## config.mk

```make
export PLATFORM = sky130hd
export DESIGN_NAME = prog_boot_sequencer
export DESIGN_NICKNAME = d
export VERILOG_FILES = /design/src/rtl/prog_boot_sequencer_pkg.sv /design/src/rtl/prog_run_monitor.sv /design/src/rtl/prog_boot_sequencer.sv
export SDC_FILE = /design/constraint.sdc
export NUM_CORES = 1
export LEC_CHECK = 0
export BUFFER_PORTS_ARGS = -buffer_cell sky130_fd_sc_hd__buf_2
export CORE_MARGIN = 2
export CORE_UTILIZATION = 33
export CTS_CLUSTER_SIZE = 25
export DETAILED_ROUTE_END_ITERATION = 8
export PLACE_DENSITY_LB_ADDON = 0.05
export REMOVE_ABC_BUFFERS = 1
export SLEW_MARGIN = 40
export SYNTH_ARGS = -nofsm -noshare
export SYNTH_HDL_FRONTEND = slang
export SYNTH_SLANG_ARGS = --single-unit
```

## constraint.sdc

```tcl
create_clock -name clk -period 4.9 [get_ports clk]
set_input_delay 0.49 -clock clk [delete_from_list [all_inputs] [get_ports clk]]
set_output_delay 0.49 -clock clk [all_outputs]
set_load 0.01 [all_outputs]
```

## src/rtl/prog_boot_sequencer_pkg.sv

```systemverilog
// Shared types and helpers for the boot sequencer and its run monitor.
package prog_boot_sequencer_pkg;

    // Upper bound on channels that the packed depth vector can describe.
    localparam int unsigned MAX_CH = 16;

    // Default opcode (instr[31:26]) that ends CPU execution.
    localparam logic [5:0] STOP_OPC_DEF = 6'b111110;

    // Sequencer states; encodings kept identical to the legacy localparams.
    typedef enum logic [2:0] {
        ST_IDLE = 3'd0,
        ST_LOAD = 3'd1,
        ST_FILL = 3'd2,
        ST_GAP  = 3'd3,
        ST_RUN  = 3'd4,
        ST_DONE = 3'd5
    } boot_state_e;

    // Depth in words of channel ch; ch0 occupies the least significant slice.
    function automatic logic [15:0] ch_depth(input logic [16*MAX_CH-1:0] words,
                                             input int unsigned ch);
        return words[ch*16 +: 16];
    endfunction

endpackage

```

## src/rtl/prog_run_monitor.sv

```systemverilog
// RUN-phase monitor: counts enabled cycles, spots the STOP opcode and the
// cycle limit, and holds the stop code / timeout result until cleared.
module prog_run_monitor
    import prog_boot_sequencer_pkg::*;
#(
    parameter logic [5:0]  STOP_OPC   = STOP_OPC_DEF,
    parameter int unsigned MAX_CYCLES = 1000000,
    parameter int unsigned CNT_W      = 32
) (
    input  logic             clk,
    input  logic             rst,
    input  logic             clear,
    input  logic             enable,
    input  logic [31:0]      instr,
    output logic             finish,
    output logic             timeout,
    output logic [1:0]       stop_code,
    output logic [CNT_W-1:0] cycle_count
);

    // The limit fires in the enabled cycle that brings the count to MAX_CYCLES.
    localparam logic [CNT_W-1:0] LIMIT_M1 = CNT_W'(MAX_CYCLES - 1);

    logic stop_hit;
    logic limit_hit;
    logic unused_instr_bits;

    // End-of-run detection; STOP takes priority over the limit.
    always_comb begin
        stop_hit          = enable && (instr[31:26] == STOP_OPC);
        limit_hit         = enable && (cycle_count == LIMIT_M1);
        finish            = stop_hit || limit_hit;
        unused_instr_bits = ^instr[25:2];
    end

    // Cycle counter and sticky result registers.
    always_ff @(posedge clk) begin
        if (rst || clear) begin
            cycle_count <= '0;
            stop_code   <= '0;
            timeout     <= 1'b0;
        end else if (enable) begin
            cycle_count <= cycle_count + CNT_W'(1);
            if (stop_hit) begin
                stop_code <= instr[1:0];
            end else if (limit_hit) begin
                timeout <= 1'b1;
            end
        end
    end

endmodule

```

## src/rtl/prog_boot_sequencer.sv

```systemverilog
// Boot sequencer: streams source words into NUM_CH memory write ports,
// optionally zero-fills each memory, then runs the CPU until STOP or timeout.
module prog_boot_sequencer
    import prog_boot_sequencer_pkg::*;
#(
    parameter int unsigned          NUM_CH     = 2,
    parameter int unsigned          DATA_W     = 32,
    parameter int unsigned          ADDR_W     = 32,
    parameter logic [16*NUM_CH-1:0] CH_WORDS   = {16'd512, 16'd1024},
    parameter bit                   ZERO_FILL  = 1'b1,
    parameter logic [5:0]           STOP_OPC   = STOP_OPC_DEF,
    parameter int unsigned          MAX_CYCLES = 1000000,
    parameter int unsigned          CNT_W      = 32,
    localparam int unsigned         CH_W       = (NUM_CH > 1) ? $clog2(NUM_CH) : 1
) (
    input  logic              clk,
    input  logic              rst,
    input  logic              start,
    input  logic              src_valid,
    input  logic [DATA_W-1:0] src_data,
    input  logic              src_last,
    output logic              src_ready,
    output logic [NUM_CH-1:0] ext_wen,
    output logic [NUM_CH-1:0] ext_ren,
    output logic [ADDR_W-1:0] ext_addr,
    output logic [DATA_W-1:0] ext_wdata,
    output logic              cpu_enable,
    input  logic [31:0]       instr,
    output logic              busy,
    output logic              done,
    output logic              timeout,
    output logic [1:0]        stop_code,
    output logic [CNT_W-1:0]  cycle_count,
    output logic [CH_W-1:0]   cur_ch
);

    boot_state_e       state;
    logic [15:0]       word_idx;
    logic [15:0]       depth;
    logic [16:0]       last_idx;
    logic              at_last;
    logic              accept;
    logic              start_ok;
    logic              run_finish;
    logic [NUM_CH-1:0] ch_sel;

    // Per-channel decode, handshake and status derived from current state.
    always_comb begin
        depth     = ch_depth((16*MAX_CH)'(CH_WORDS), 32'(cur_ch));
        last_idx  = {1'b0, depth} - 17'd1;
        at_last   = ({1'b0, word_idx} == last_idx);
        src_ready = (state == ST_LOAD) && (depth != 16'd0);
        accept    = src_valid && src_ready;
        start_ok  = start && ((state == ST_IDLE) || (state == ST_DONE));
        busy      = state inside {ST_LOAD, ST_FILL, ST_GAP, ST_RUN};
        ch_sel    = NUM_CH'(1) << cur_ch;
        ext_ren   = '0;
    end

    // Main sequencer FSM with the registered memory write port.
    always_ff @(posedge clk) begin
        if (rst) begin
            state      <= ST_IDLE;
            word_idx   <= '0;
            cur_ch     <= '0;
            ext_wen    <= '0;
            ext_addr   <= '0;
            ext_wdata  <= '0;
            cpu_enable <= 1'b0;
            done       <= 1'b0;
        end else begin
            ext_wen <= '0;
            case (state)
                ST_IDLE, ST_DONE: begin
                    if (start_ok) begin
                        state    <= ST_LOAD;
                        cur_ch   <= '0;
                        word_idx <= '0;
                        done     <= 1'b0;
                    end
                end
                ST_LOAD: begin
                    if (depth == 16'd0) begin
                        state <= ST_GAP;
                    end else if (accept) begin
                        ext_wen   <= ch_sel;
                        ext_addr  <= ADDR_W'({word_idx, 2'b00});
                        ext_wdata <= src_data;
                        word_idx  <= word_idx + 16'd1;
                        // word_idx never exceeds depth-1, so !at_last means more room remains
                        if (src_last || at_last) begin
                            state <= (src_last && !at_last && ZERO_FILL) ? ST_FILL : ST_GAP;
                        end
                    end
                end
                ST_FILL: begin
                    ext_wen   <= ch_sel;
                    ext_addr  <= ADDR_W'({word_idx, 2'b00});
                    ext_wdata <= '0;
                    word_idx  <= word_idx + 16'd1;
                    if (at_last) begin
                        state <= ST_GAP;
                    end
                end
                ST_GAP: begin
                    word_idx <= '0;
                    if (cur_ch == CH_W'(NUM_CH - 1)) begin
                        state      <= ST_RUN;
                        cpu_enable <= 1'b1;
                    end else begin
                        cur_ch <= cur_ch + CH_W'(1);
                        state  <= ST_LOAD;
                    end
                end
                ST_RUN: begin
                    if (run_finish) begin
                        state      <= ST_DONE;
                        cpu_enable <= 1'b0;
                        done       <= 1'b1;
                    end
                end
                default: state <= ST_IDLE;
            endcase
        end
    end

    prog_run_monitor #(
        .STOP_OPC   (STOP_OPC),
        .MAX_CYCLES (MAX_CYCLES),
        .CNT_W      (CNT_W)
    ) u_run_monitor (
        .clk         (clk),
        .rst         (rst),
        .clear       (start_ok),
        .enable      (cpu_enable),
        .instr       (instr),
        .finish      (run_finish),
        .timeout     (timeout),
        .stop_code   (stop_code),
        .cycle_count (cycle_count)
    );

endmodule

```

==> impl_metrics.tcl, run 1 <==
set metrics [dict create \
    worstHoldStart "src_data[29]" \
    fin_skew_ns 0.00646 \
    r2r_setup_slack_ns 2.60 \
    reg2regPathDepth 5 \
    clk_pin_slew_ns 0.07 \
    synth_area_per_cell_um2 9.22 \
    drt_pass1_iterations 4 \
    fin_hold_ws_ns 0.354 \
    min_period_over_period 0.469 \
    setup_viol 0 \
    cts_setup_buffers 0 \
    synthFlopType "dfxtp_1" \
    final_cells 802 \
    synth_cell_types 52 \
    io_buffers 134 \
    drt_iter0_drc 208 \
    p_leak_nw 2.37 \
    yosys-top-cells-count "dfxtp_1, nor2_1, nand2_1" \
    antenna_found_initial 0 \
    cp_slowest_cell "dfxtp_1" \
    detail-route-antenna-nets 0 \
    synth_area_mm2 0.00460 \
    fin_tns_setup_ns 0 \
    clock-sinks 107 \
    start_kind "flip-flop" \
    async_reset_ff_frac 0 \
    final.min_clock_period_ns 2.30 \
    internal_power_mw 1.67 \
    antenna_cells 0 \
    yosys-top-cells-area "dfxtp_1, o221a_2, nor2_1" \
    max_cap_viol_count 0 \
    grt_pass1_wl_um 18000 \
    dp.cells 786 \
    dieArea_mm2 0.0149 \
    worstHoldEndpoint "ext_wdata[29]" \
    crit_required_ns 5.19 \
    num_vias 3916 \
    drive_above_1_share 0.310 \
    drc_errors 0 \
    layout.nets 688 \
    rsz0062_at_grt "no" \
    switching_share 0.309 \
    clockBufferDepth 2 \
    worstMarginPinSlew_ns 0.680 \
    insertion_delay_ns 0.34 \
    clkPwrFrac 0.319 \
    post_cts_resized 0 \
    hold_path_class "input pin to flip-flop" \
    holdPathStages 2 \
    synth_warnings 0 \
    cts-root-buf "clkbuf_16" \
    yosysMostFrequentCell "dfxtp_1" \
    cp.arrival_ns 2.58 \
    crit_fanout 28 \
    ys_seq_elements 107 \
    hpwlAfterDp_um 7850 \
    crit_buf_inv 0 \
    syn2layout_area_growth_pct 23.6 \
    grt.overflow.total 0 \
    finalMaxSlewViolations 0 \
    sequentialPowerShare 0.439 \
    ir_drop_mv 0.187 \
    fp.dieW_um 122 \
    rows 43 \
    avgRoutedWirePerCell_um 14.1 \
    cts_tree "built" \
    synthCells 499 \
    finalWeightedCongestion 0.789 \
    max_freq_mhz 435 \
    timing.rr.start "state[0]" \
    pwr-share-comb 0.242 \
    grt_usage 0.152 \
    path_cells "nand2b_1 -> nor2_1 -> nand2_2 -> nor3_1 -> a22o_1" \
    synth.largest_area_cell "dfxtp_1" \
    synth_edf_count 0 \
    power_density_mw_per_mm2 425 \
    initial_utilization 0.334 \
    crit_family "simple AND/OR/NAND/NOR gates" \
    hold_buffers 0 \
    grt_pass1_vias 3542 \
    fin_total_pwr_mw 2.42 \
    finalHoldViolations 0 \
    ys_seq_area_frac 0.465 \
    slew_headroom 0.547 \
    viasPerCell 4.88 \
    slowest_delay_ns 0.64 \
    grt_max_degree 45 \
    io_pins 177 \
    cp-end-kind "flip-flop" \
    status "completed" \
    critPathKind "flip-flop to flip-flop" \
    yosys.area.top_type_share 0.465 \
    switchingPower_mw 0.747 \
    cts_buffers 9 \
    finalWirelength_um 11300 \
    htree_levels 3 \
    core_mm2 0.0138 \
    die-height_um 122 \
    r2r-end "ext_wdata[27]" \
]
-- power by group through the flow --
stage / registers (mW) / logic [mW] / clock network, mW
finish: 1.06 / 0.585 / 0.772
global route: 1.08 / 0.644 / 0.834
CTS: 1.06 / 0.598 / 0.800
detailed placement: 1.08 / 0.597 / 0
global placement: 1.08 / 0.592 / 0
floorplan: 1.12 / 0.303 / 0
-- layout make-up --
type | count | area (um^2)
Fill cell | 1423 | 8080
Multi-Input combinational cell | 355 | 2290
Sequential cell | 107 | 2140
Timing Repair Buffer | 136 | 686
Clock buffer | 10 | 229
Tap cell | 180 | 225
Clock inverter | 6 | 90.1
Inverter | 8 | 30.0
-- worst max path at each step --
| stage | start | to | slack [ns] | cells after the start |
|---|---|---|---|---|
| global route | state[0] | ext_wdata[27] | 2.39 | 5 |
| CTS | u_run_monitor.cycle_count[0] | cpu_enable | 2.58 | 6 |
| floorplan | state[0] | ext_wdata[26] | 1.80 | 5 |
| global placement | state[2] | ext_wdata[30] | 2.26 | 5 |
| detailed placement | u_run_monitor.cycle_count[0] | cpu_enable | 2.59 | 6 |
| finish | state[0] | ext_wdata[27] | 2.60 | 5 |
-- logic make-up after synthesis --
| family | synth area share |
|---|---|
| AO/OA/AOI/OAI | 0.158 |
| XOR/XNOR | 0.0913 |
| adder cells (fa/ha/maj) | 0.00544 |
| buffers and inverters | 0.0625 |
| flip-flops | 0.465 |
| multiplexers | 0.00652 |
| other | 0.000815 |
| AND/OR/NAND/NOR | 0.210 |
-- stage by stage --
stage               area [um^2]  setup slack (ns)  utilization
floorplan                  4410              1.80            -
global placement           5330              2.26        0.387
detailed placement         5370              2.59        0.390
CTS                        5690              2.58        0.413
global route               5690              2.39        0.413
finish                     5690              2.60        0.413
-- state kept, by name, summed over array words and instances, names as in the netlist --
name and cells:
word_idx 16, ext_addr 16, state 3, u_run_monitor.timeout 1, done 1, cur_ch 1
cpu_enable 1, u_run_monitor.cycle_count 32, ext_wdata 32, u_run_monitor.stop_code 2, ext_wen 2
-- worst reg2reg max path: stages, from the launching register on --
cell	delay, ns
dfxtp_1	0.64
nand2b_1	0.14
nor2_1	0.23
nand2_2	0.40
nor3_1	0.62
a22o_1	0.22
-- routing by layer --
metal / track usage / part of all wire / routed length [um] / vias to the layer above
li1: - / - / - / 1948
met1: 0.195 / 0.46 / 5260 / 1875
met2: 0.248 / 0.47 / 5310 / 86
met3: 0.0515 / 0.057 / 644 / 7
met4: 0.0366 / 0.012 / 133 / 0
met5: 0 / 0 / 0 / -
-- cell usage in the layout, fill, tap and decap left out, types with 9 or more instances in the layout --
| cell | netlist | layout |
|---|---|---|
| xnor2_1 | 23 | 23 |
| nand4_1 | 14 | 14 |
| nand2_1 | 54 | 53 |
| dfxtp_1 | 107 | 107 |
| buf_2 | 0 | 134 |
| xor2_1 | 25 | 25 |
| clkbuf_16 | 0 | 9 |
| conb_1 | 1 | 18 |
| nand3_1 | 22 | 22 |
| a21oi_1 | 27 | 26 |
| nor2_1 | 62 | 61 |
| o221a_2 | 23 | 23 |
(Power assumes the default switching activity.)
==> run 2: changes to the inputs <==
==> constraint.sdc (replaced) <==
create_clock -name clk -period 2 [get_ports clk]
set_input_delay 0.2 -clock clk [delete_from_list [all_inputs] [get_ports clk]]
set_output_delay 0.2 -clock clk [all_outputs]
set_load 0.01 [all_outputs]
==> impl_metrics.tcl, run 2 (synthesis gave the netlist of run 1 again) <==
set metrics [dict create \
    insertion_delay_ns 0.35 \
    clock-sinks 107 \
    dieArea_mm2 0.0149 \
    avgRoutedWirePerCell_um 14.0 \
    dp.cells 820 \
    cts-root-buf "clkbuf_16" \
    core_mm2 0.0138 \
    cp-end-kind "flip-flop" \
    num_vias 4018 \
    fin_ws_ns 0.0470 \
    rsz0062_at_grt "yes" \
    crit_fanout 3 \
    ir_drop_mv 0.485 \
    finalWeightedCongestion 0.809 \
    met2_length_um 5650 \
    maxUsedRoutingLayer "met4" \
    htree_levels 3 \
    detail-route-antenna-nets 0 \
    route.met3.wl_um 603 \
    drive_above_1_share 0.340 \
    grt_pass1_vias 3719 \
    finalWirelength_um 11700 \
    final_cells 835 \
    io_pins 177 \
    p_leak_nw 2.50 \
    clockBufferDepth 2 \
    fp.dieW_um 122 \
    rows 43 \
    initial_utilization 0.334 \
    grt_usage 0.161 \
    max_freq_mhz 512 \
    critPathKind "flip-flop to flip-flop" \
    setup_viol 0 \
    drt_iter0_drc 233 \
    worstMarginPinSlew_ns 0.697 \
    crit_required_ns 2.27 \
    hpwlAfterDp_um 8420 \
    final_common_cell "buf_2" \
    slew_headroom 0.535 \
    timing.rr.start "word_idx[14]" \
    power_density_mw_per_mm2 991 \
    syn2layout_area_growth_pct 28.5 \
    drt_pass1_iterations 6 \
    min_period_over_period 0.976 \
    hold_path_class "input pin to flip-flop" \
    die-height_um 122 \
    place_ws_ns -0.0493 \
    max_cap_viol_count 0 \
    final.min_clock_period_ns 1.95 \
    clk_pin_slew_ns 0.07 \
    layout.nets 722 \
    start_kind "flip-flop" \
    cp.arrival_ns 2.22 \
    drt-met1-wl_um 5290 \
    grt_pass1_wl_um 18900 \
    cts_tree "built" \
    fin_skew_ns 0.00464 \
    grt.overflow.total 0 \
    final_cell_mix "buf_2, dfxtp_1, nor2_1, nand2_1, buf_4" \
    drc_errors 0 \
    antenna_cells 0 \
    finalMaxSlewViolations 0 \
    io_buffers 134 \
    cts_setup_buffers 0 \
    status "completed" \
    timing.critical_path.from "word_idx[14]" \
    largest_registers "ext_wdata x32, u_run_monitor.cycle_count x32" \
    finalHoldViolations 0 \
    worstHoldStart "src_data[27]" \
    grt_max_degree 37 \
    viasPerCell 4.81 \
    cts_buffers 9 \
    antenna_found_initial 0 \
]
[run 2: cell count changes in the layout (fill, tap and decap cells not counted), sizes merged]
cell	change
clkinv	-3
bufinv	-2
buf	+34
clkbuf	+4
[run 2: path summary, 6_finish.rpt]
kind,depth (start not counted),to,slack (ns)
worst min-delay path,2,ext_wdata[27],0.06
worst max-delay path,5,state[1],0.05
worst min register to register,2,done,0.45
worst max register to register,5,state[1],0.05
[run 2: through the flow]
step	TNS, ns	hold slack (ns)	instance area (um^2)	power, mW	util
after CTS	0	0.0407	5900	5.98	0.429
after floorplan	-40.46	0.265	4410	3.48	-
after global routing	-0.0211	0.0449	5920	6.20	0.430
after global placement	0	0.415	5610	4.23	0.408
final	0	0.0569	5920	5.87	0.430
after detailed placement	-0.0976	0.417	5610	4.23	0.408
[run 2: what timing repair did]
item	CTS	global route
pin swaps	1	7
hold buffers	0	0
setup endpoints to repair	3	5
gates resized for setup	1	4
[run 2: worst max-delay path: stages, from the launching register on]
cell and delay (ns):
dfxtp_1 0.31, or4_1 0.51, or4_4 0.45, o31ai_4 0.29, nand3_1 0.12, a211oi_2 0.19
[run 2: final cells by class]
cell class	count	area, um^2
sequential	107	2140
fill	1420	7860
multi-input combinational	355	2270
clock buffer	14	274
clock inverter	1	7.51
tap	180	225
inverter	8	30.0
timing repair buffer	170	966
[run 2: power by group]
part | switching, mW | internal (mW) | total [mW] | leakage (nW)
logic | 0.897 | 0.705 | 1.60 | 1.50
clock network | 0.762 | 0.942 | 1.70 | 0.135
registers | 0.152 | 2.41 | 2.56 | 0.867
total | 1.81 | 4.05 | 5.87 | 2.50
[run 2: metal layers]
metal,global-route usage,up-vias
met1,0.207,1893
met5,0,-
met3,0.0403,11
met2,0.263,98
met4,0.0560,0
li1,-,2016
==> run 3: changes to the inputs <==
--- a/config.mk
+++ b/config.mk
@@ -11,7 +11,6 @@
 export CTS_CLUSTER_SIZE = 25
 export DETAILED_ROUTE_END_ITERATION = 8
 export PLACE_DENSITY_LB_ADDON = 0.05
-export REMOVE_ABC_BUFFERS = 1
 export SLEW_MARGIN = 40
 export SYNTH_ARGS = -nofsm -noshare
 export SYNTH_HDL_FRONTEND = slang
==> impl_metrics.tcl, run 3 (synthesis gave the netlist of run 1 again) <==
set metrics [dict create \
    num_vias 4023 \
    r2r_setup_slack_ns 0.07 \
    cts_setup_buffers 0 \
    route.met3.wl_um 749 \
    min_period_over_period 0.963 \
    cp-end-kind "flip-flop" \
    largest_registers "ext_wdata x32, u_run_monitor.cycle_count x32" \
    avgRoutedWirePerCell_um 14.0 \
    drt_pass1_iterations 4 \
    reg2regPathDepth 5 \
    layout.nets 719 \
    insertion_delay_ns 0.35 \
    crit_fanout 3 \
    initial_utilization 0.334 \
    final_common_cell "buf_2" \
    finalHoldViolations 0 \
    power_density_mw_per_mm2 1010 \
    path_cells "or4_1 -> or4_4 -> o31ai_4 -> nand3_2 -> a211oi_2" \
    max_freq_mhz 519 \
    cp_slowest_cell "or4_1" \
    p_leak_nw 2.50 \
    start_kind "flip-flop" \
    crit_buf_inv 0 \
    fin_skew_ns 0.00632 \
    r2r-end "state[1]" \
    rsz0062_at_grt "yes" \
    max_cap_viol_count 0 \
    grt.overflow.total 0 \
    grt_max_degree 37 \
    maxUsedRoutingLayer "met4" \
    hold_path_class "input pin to flip-flop" \
    clockBufferDepth 2 \
    finalWirelength_um 11700 \
    design_area_mm2 0.00590 \
    antenna_found_initial 0 \
    antenna_cells 0 \
    clk_pin_slew_ns 0.07 \
    viasPerCell 4.84 \
    postPlaceCellArea_mm2 0.00559 \
    io_pins 177 \
    slew_headroom 0.599 \
    fin_tns_setup_ns 0 \
    fin_hold_ws_ns 0.0617 \
    finalWeightedCongestion 0.800 \
    setup_viol 0 \
    slowest_delay_ns 0.51 \
    num-fill-cells 1444 \
    final_cell_mix "buf_2, dfxtp_1, nor2_1, nand2_1, buf_4" \
    dieArea_mm2 0.0149 \
    rows 43 \
    fin_util 0.429 \
    worstMarginPinSlew_ns 0.602 \
    worstHoldStart "src_data[28]" \
    crit_required_ns 2.27 \
    timing.critical_path.from "word_idx[10]" \
    grt_pass1_wl_um 18700 \
    drive_above_1_share 0.340 \
    drc_errors 0 \
    final_cells 832 \
    drt-met1-wl_um 5500 \
    clock-sinks 107 \
    critPathKind "flip-flop to flip-flop" \
    detail-route-antenna-nets 0 \
    io_buffers 134 \
    cts_buffers 9 \
    hpwlAfterDp_um 8410 \
    die-height_um 122 \
    ir_drop_mv 0.384 \
    htree_levels 3 \
    cp.arrival_ns 2.20 \
    final.min_clock_period_ns 1.93 \
    cts_tree "built" \
    grt_usage 0.159 \
    worstHoldEndpoint "ext_wdata[28]" \
    dp.cells 817 \
    drt_iter0_drc 185 \
    syn2layout_area_growth_pct 28.3 \
    cts-root-buf "clkbuf_16" \
    timing.rr.start "word_idx[10]" \
    fp.dieW_um 122 \
    core_mm2 0.0138 \
    grt_pass1_vias 3688 \
    crit_family "simple AND/OR/NAND/NOR gates" \
    status "completed" \
    holdPathStages 2 \
    finalMaxSlewViolations 0 \
    met2_length_um 5240 \
]
run 3: per-layer routing:
layer  GRT usage  vias up
met5           0        -
met4      0.0603        0
met3      0.0370       12
met2       0.247      114
met1       0.214     1881
li1            -     2016
run 3: worst max-delay path by stage:
| stage | to | slack, ns | cells after the start |
|---|---|---|---|
| 3_3_place_gp | state[0] | 0.07 | 5 |
| 5_1_grt | cpu_enable | -0.06 | 7 |
| 3_5_place_dp | state[0] | 0.04 | 5 |
| 6_report | state[1] | 0.07 | 5 |
| 2_1_floorplan | state[1] | 0.06 | 5 |
| 4_1_cts | state[0] | 0.03 | 5 |
run 3: layout make-up:
type / instances / area [um^2] / share of cell area
Tap cell: 180 / 225 / 0.0381
Inverter: 8 / 30.0 / 0.00509
Clock inverter: 2 / 35.0 / 0.00593
Sequential cell: 107 / 2140 / 0.363
Clock buffer: 13 / 260 / 0.0441
Multi-Input combinational cell: 355 / 2270 / 0.384
Timing Repair Buffer: 167 / 943 / 0.160
run 3: through the flow:
step	setup WS [ns]	total power [mW]
CTS	0.0257	6.02
global route	-0.0606	6.31
floorplan	0.0603	3.58
detailed placement	0.0427	4.21
finish	0.0746	5.94
global placement	0.0653	4.20
run 3: power breakdown:
part | switching [mW] | internal, mW
Combinational | 0.876 | 0.701
Sequential | 0.162 | 2.41
Clock | 0.756 | 1.03
Total | 1.79 | 4.14
run 3: timing repair:
| action | 4_1_cts | 5_1_grt |
|---|---|---|
| setup endpoints to repair | 0 | 6 |
| hold endpoints to repair | 0 | 0 |
| hold buffers | 0 | 0 |
| gates resized for setup | 0 | 6 |
